`src/rtl/riscv_pkg.sv`:
```
// Shared register-file writeback definitions: widths, load funct3 encodings,
// and the writeback entry record.
package riscv_pkg;

    localparam int XLEN   = 32;
    localparam int REG_AW = 5;
    localparam int NREGS  = 1 << REG_AW;

    localparam logic [2:0] F3_LB  = 3'b000;
    localparam logic [2:0] F3_LH  = 3'b001;
    localparam logic [2:0] F3_LW  = 3'b010;
    localparam logic [2:0] F3_LBU = 3'b100;
    localparam logic [2:0] F3_LHU = 3'b101;

    typedef struct packed {
        logic [REG_AW-1:0] rd;
        logic [XLEN-1:0]   data;
    } wb_entry_t;

endpackage

```
`src/rtl/load_extend.sv`:
```
// Byte/half extraction from an aligned memory word with sign or zero extension.
// Any funct3 that is not a byte or half load passes the whole word through.
module load_extend
    import riscv_pkg::*;
#(
    parameter int W = XLEN
) (
    input  logic [W-1:0] ld_word,
    input  logic [2:0]   ld_funct3,
    input  logic [1:0]   ld_offset,
    output logic [W-1:0] ld_result
);

    logic [W-1:0] byte_sh;
    logic [W-1:0] half_sh;

    always_comb begin
        byte_sh = ld_word >> {ld_offset, 3'b000};
        // Halves are selected by offset[1] only; misaligned halves are not split.
        half_sh = ld_word >> {ld_offset[1], 4'b0000};
        case (ld_funct3)
            F3_LB:   ld_result = {{(W-8){byte_sh[7]}}, byte_sh[7:0]};
            F3_LBU:  ld_result = {{(W-8){1'b0}}, byte_sh[7:0]};
            F3_LH:   ld_result = {{(W-16){half_sh[15]}}, half_sh[15:0]};
            F3_LHU:  ld_result = {{(W-16){1'b0}}, half_sh[15:0]};
            default: ld_result = ld_word;
        endcase
    end

endmodule

```
`src/rtl/reg_writeback.sv`:
```
// Register-file write master: arbitrates ALU and load results (load first),
// queues them in order and drains one per cycle, exporting per-register busy bits.
module reg_writeback
    import riscv_pkg::*;
#(
    parameter int DEPTH = 4,
    parameter int XLEN  = riscv_pkg::XLEN
) (
    input  logic                     clk,
    input  logic                     rst,
    input  logic                     alu_valid,
    output logic                     alu_ready,
    input  logic [REG_AW-1:0]        alu_rd,
    input  logic [XLEN-1:0]          alu_data,
    input  logic                     ld_valid,
    output logic                     ld_ready,
    input  logic [REG_AW-1:0]        ld_rd,
    input  logic [XLEN-1:0]          ld_word,
    input  logic [2:0]               ld_funct3,
    input  logic [1:0]               ld_offset,
    input  logic                     stall,
    output logic                     wen,
    output logic [REG_AW-1:0]        rd,
    output logic [XLEN-1:0]          din,
    output logic [NREGS-1:0]         busy,
    output logic [$clog2(DEPTH):0]   count
);

    localparam int PTR_W = $clog2(DEPTH);
    localparam int CNT_W = PTR_W + 1;
    localparam logic [CNT_W-1:0] FULL_CNT = CNT_W'(DEPTH);

    logic [REG_AW-1:0] mem_rd_q   [DEPTH];
    logic [REG_AW-1:0] mem_rd_d   [DEPTH];
    logic [XLEN-1:0]   mem_data_q [DEPTH];
    logic [XLEN-1:0]   mem_data_d [DEPTH];
    logic [PTR_W-1:0]  wr_ptr_q, wr_ptr_d;
    logic [PTR_W-1:0]  rd_ptr_q, rd_ptr_d;
    logic [CNT_W-1:0]  count_q, count_d;

    logic              full, empty;
    logic              ld_fire, alu_fire, push, pop;
    logic [REG_AW-1:0] push_rd;
    logic [XLEN-1:0]   push_data;
    logic [XLEN-1:0]   ld_ext;
    logic [PTR_W-1:0]  slot_off;

    load_extend #(.W(XLEN)) u_load_extend (
        .ld_word   (ld_word),
        .ld_funct3 (ld_funct3),
        .ld_offset (ld_offset),
        .ld_result (ld_ext)
    );

    always_comb begin
        full      = (count_q == FULL_CNT);
        empty     = (count_q == '0);
        ld_ready  = !rst && !full;
        alu_ready = !rst && !full && !ld_valid;
        ld_fire   = ld_valid && ld_ready;
        alu_fire  = alu_valid && alu_ready;
        push_rd   = ld_fire ? ld_rd  : alu_rd;
        push_data = ld_fire ? ld_ext : alu_data;
        // x0 results still complete the handshake but never occupy a slot.
        push      = (ld_fire || alu_fire) && (push_rd != '0);
        wen       = !rst && !empty && !stall;
        pop       = wen;
        rd        = empty ? '0 : mem_rd_q[rd_ptr_q];
        din       = empty ? '0 : mem_data_q[rd_ptr_q];
        count     = count_q;
    end

    always_comb begin
        mem_rd_d   = mem_rd_q;
        mem_data_d = mem_data_q;
        wr_ptr_d   = wr_ptr_q;
        rd_ptr_d   = rd_ptr_q;
        count_d    = count_q;
        if (push) begin
            mem_rd_d[wr_ptr_q]   = push_rd;
            mem_data_d[wr_ptr_q] = push_data;
            wr_ptr_d             = wr_ptr_q + 1'b1;
        end
        if (pop)
            rd_ptr_d = rd_ptr_q + 1'b1;
        case ({push, pop})
            2'b10:   count_d = count_q + 1'b1;
            2'b01:   count_d = count_q - 1'b1;
            default: count_d = count_q;
        endcase
    end

    always_comb begin
        busy     = '0;
        slot_off = '0;
        for (int i = 0; i < DEPTH; i++) begin
            slot_off = PTR_W'(i) - rd_ptr_q;
            if ({1'b0, slot_off} < count_q)
                busy[mem_rd_q[i]] = 1'b1;
        end
        busy[0] = 1'b0;
    end

    always_ff @(posedge clk) begin
        if (rst) begin
            wr_ptr_q <= '0;
            rd_ptr_q <= '0;
            count_q  <= '0;
            for (int i = 0; i < DEPTH; i++) begin
                mem_rd_q[i]   <= '0;
                mem_data_q[i] <= '0;
            end
        end else begin
            wr_ptr_q   <= wr_ptr_d;
            rd_ptr_q   <= rd_ptr_d;
            count_q    <= count_d;
            mem_rd_q   <= mem_rd_d;
            mem_data_q <= mem_data_d;
        end
    end

endmodule

```
`config.mk`:
```
export PLATFORM = sky130hd
export DESIGN_NAME = reg_writeback
export DESIGN_NICKNAME = d
export VERILOG_FILES = /design/src/rtl/riscv_pkg.sv /design/src/rtl/load_extend.sv /design/src/rtl/reg_writeback.sv
export SDC_FILE = /design/constraint.sdc
export NUM_CORES = 1
export LEC_CHECK = 0
export BUFFER_PORTS_ARGS = -buffer_cell sky130_fd_sc_hd__buf_4
export CORE_UTILIZATION = 57
export DETAILED_ROUTE_END_ITERATION = 7
export PLACE_DENSITY = 0.9
export SETUP_SLACK_MARGIN = 0.02
export SYNTH_ARGS = -nofsm -noshare
export SYNTH_HDL_FRONTEND = slang
export SYNTH_SLANG_ARGS = --single-unit
export TNS_END_PERCENT = 50
```
`constraint.sdc`:
```
create_clock -name clk -period 3.6 [get_ports clk]
set_input_delay 0.36 -clock clk [delete_from_list [all_inputs] [get_ports clk]]
set_output_delay 0.36 -clock clk [all_outputs]
set_load 0.05 [all_outputs]
```
==> out/results.ini <==
[run_status]
status=completed

[synthesis]
synthMuxAreaShare_pct=18.91
avgSynthCellArea_um2=9.178
synthesis.nets=1117
synth_area_um2=9389
yosysSeqAreaShare_pct=33.05
ys_async_sr_fraction_pct=0
synth_edf_count=0
yosysUniqueCellTypes=71
ys_seq_elements=155
synth_compound_area_share_pct=22.16
synth_xor_area_share_pct=0.4664
synth_fa_ha_area_share_pct=1.413
synth_flop_cell=dfxtp_1
syn_inst=1023
yosysWarnings=0
synth-simple-area-share_pct=17.76
synth_top_family_by_area=compound AO/OA/AOI/OAI gates

[setup_path]
worstSetupPathType=register to output port
critPathCaptureType=output port
crit_fanout=17
cp_cell_sequence=xnor2_1, inv_1, ha_1, a21oi_1, o21ai_0, nor3_1, a221o_1, buf_4
cp.depth=8
crit_path_max_incr_delay_ns=0.60
regToRegSetupSlack_ns=0.64
crit_arrival_ns=2.96
start_kind=register
reg2regPathDepth=6
cp.required_ns=3.24
crit_buf_inv=2
r2r-start=count[2]
worstReg2RegEnd=mem_data_q[13]
slowest_stage=dfxtp_2
crit_family=compound AO/OA/AOI/OAI gates

[floorplan]
die_w_um=130.3
die_area_um2=16990
rows=46
coreArea_um2=16000
fp.dieH_um=130.3
start_util_pct=58.68
ios=159

[routing]
drt-vias-per-instance=6.758
routed_wl_mm=30.40
drtIter0Drc=1067
ant_nets=0
vias=9157
drc=0
dr.pass1.iters=7
avgRoutedWirePerCell_um=22.44

[final_layout]
layout_commonest_cell=buf_4
drive_gt1_share_pct=25.37
regArea_um2=3105
synthToLayoutAreaGrowth_pct=18.15
fillers=1217
multiInputGateArea_um2=5712
num-nets-final=1220
antenna_cells=0
final_cell_mix=179 x buf_4, 153 x dfxtp_1, 147 x nand2_1

[pwr]
p_leak_nw=4.558
p_per_area_nw_per_um2=473.8
ir_drop_v=0.0005019
power_mw=5.256

[sta]
final-setup-viol-count=0
slew_headroom_pct=34.34
maxSlewViolCount=0
rsz0062_at_grt=false
fmax_mhz=300.9
worst_slew_pin_slew_ns=0.9849
hold_viol=0
setup_tns_ns=0
finalCritPeriodShare_pct=92.30
period_minus_slack_ns=3.323
skew_ns=0.007718

[placement]
port_buffers=157
dp_hpwl_mm=20.31
gp_congestion=1.011

[run]
drv_cap=0

[global_routing]
grt.total_usage_pct=36.51
grt_pass1_wl_mm=47.12
antenna_found_initial=0
grt_pass1_vias=8719
grt_max_degree=99
grt_overflow=0

[worst_hold_path]
worstHoldStart=rst
min_path_cells=2
hp-class=input port to register
hold_end=count[2]

[cts]
cts_tree=done
clock-root-buffer=clkbuf_16
cts.sinks=155
h-tree-depth=4
clkLatencyLatePin_ns=0.44
clk_pin_slew_ns=0.07
cts_hold_buf=0
numCtsBuffers=17
cts_buffer_depth=2

==> sequential cells by signal, summed over array words and instances, names as in the netlist <==
signal and flops:
count 3, mem_data_q 128, mem_rd_q 20, rd_ptr_q 2
wr_ptr_q 2
==> worst register-to-register path, stage by stage, from the launching register on <==
cell and delay [ns]:
dfxtp_1 0.46, nor3b_4 0.27, nor3_2 0.18, a32o_2 0.24, buf_4 0.62, and2_1 0.80, a311oi_1 0.21
==> worst max path at each step <==
stage / start / to / slack, ns
2_1_floorplan: count[0] / count[2] / 0.09
3_3_place_gp: rd_ptr_q[1] / busy[13] / 0.71
3_5_place_dp: rd_ptr_q[1] / busy[13] / 0.66
4_1_cts: rd_ptr_q[1] / busy[13] / 0.19
5_1_grt: rd_ptr_q[1] / busy[17] / 0.1
6_report: rd_ptr_q[1] / busy[2] / 0.28
==> kinds of logic (layout without fill, tap and decap cells) <==
family	after synthesis	after routing
compound gates	270	270
other cells	1	1
simple gates	336	336
flops	155	155
buf+inv	117	233
fa+ha+maj	10	10
xor+xnor	5	5
mux	129	129
==> final cells by class <==
class | instances | area share [%]
clock buffers | 21 | 4.241
inverters | 22 | 0.7444
flip-flops and latches | 155 | 27.99
clock inverters | 11 | 0.9813
repair buffers | 179 | 12.11
well taps | 216 | 2.436
multi-input cells | 751 | 51.49
==> synthesized netlist by cell type (25+ instances only) <==
master	n	area (um^2)
o21ai_0	28	140.1
mux4_2	38	855.8
nor2_1	25	93.84
nand3_1	34	170.2
o22ai_1	25	156.4
a211oi_1	29	217.7
nor2b_1	60	375.4
dfxtp_1	155	3103
nand2_1	147	551.8
a21oi_1	62	310.3
mux2i_1	84	840.8
clkbuf_1	49	183.9
a221o_1	25	250.2
==> what timing repair did <==
action | in CTS | in global routing
gates resized for setup | 0 | 1
endpoints found under the setup margin | 0 | 16
buffers inserted | 0 | 0
==> metal layers <==
metal | wire length, um | global-route usage, % | vias up | part of all wire [%]
met3 | 3464 | 7.831 | 83 | 11
met5 | 0 | 0 | - | 0
met2 | 14280 | 58.67 | 696 | 47
met1 | 11790 | 47.92 | 4375 | 39
met4 | 872 | 14.67 | 0 | 2.9
li1 | - | - | 4003 | -
==> power breakdown <==
part	switching, mW	internal [mW]
Combinational	0.977	0.552
Clock	0.759	1.02
Sequential	0.114	1.84
Total	1.85	3.40
==> metrics by stage <==
stage,instances,cell area (um^2),hold WS (ns),util [%],worst slack [ns]
after global routing,1355,11090,0.2153,69.33,0.09863
final,1355,11090,0.2161,69.33,0.2771
after global placement,1323,10510,0.4337,65.69,0.7060
after floorplan,1023,9389,0.4254,-,0.09403
after detailed placement,1323,10510,0.4483,65.69,0.6621
after CTS,1355,11090,0.1994,69.32,0.1876
No activity file was read; power rests on OpenSTA's default activity.
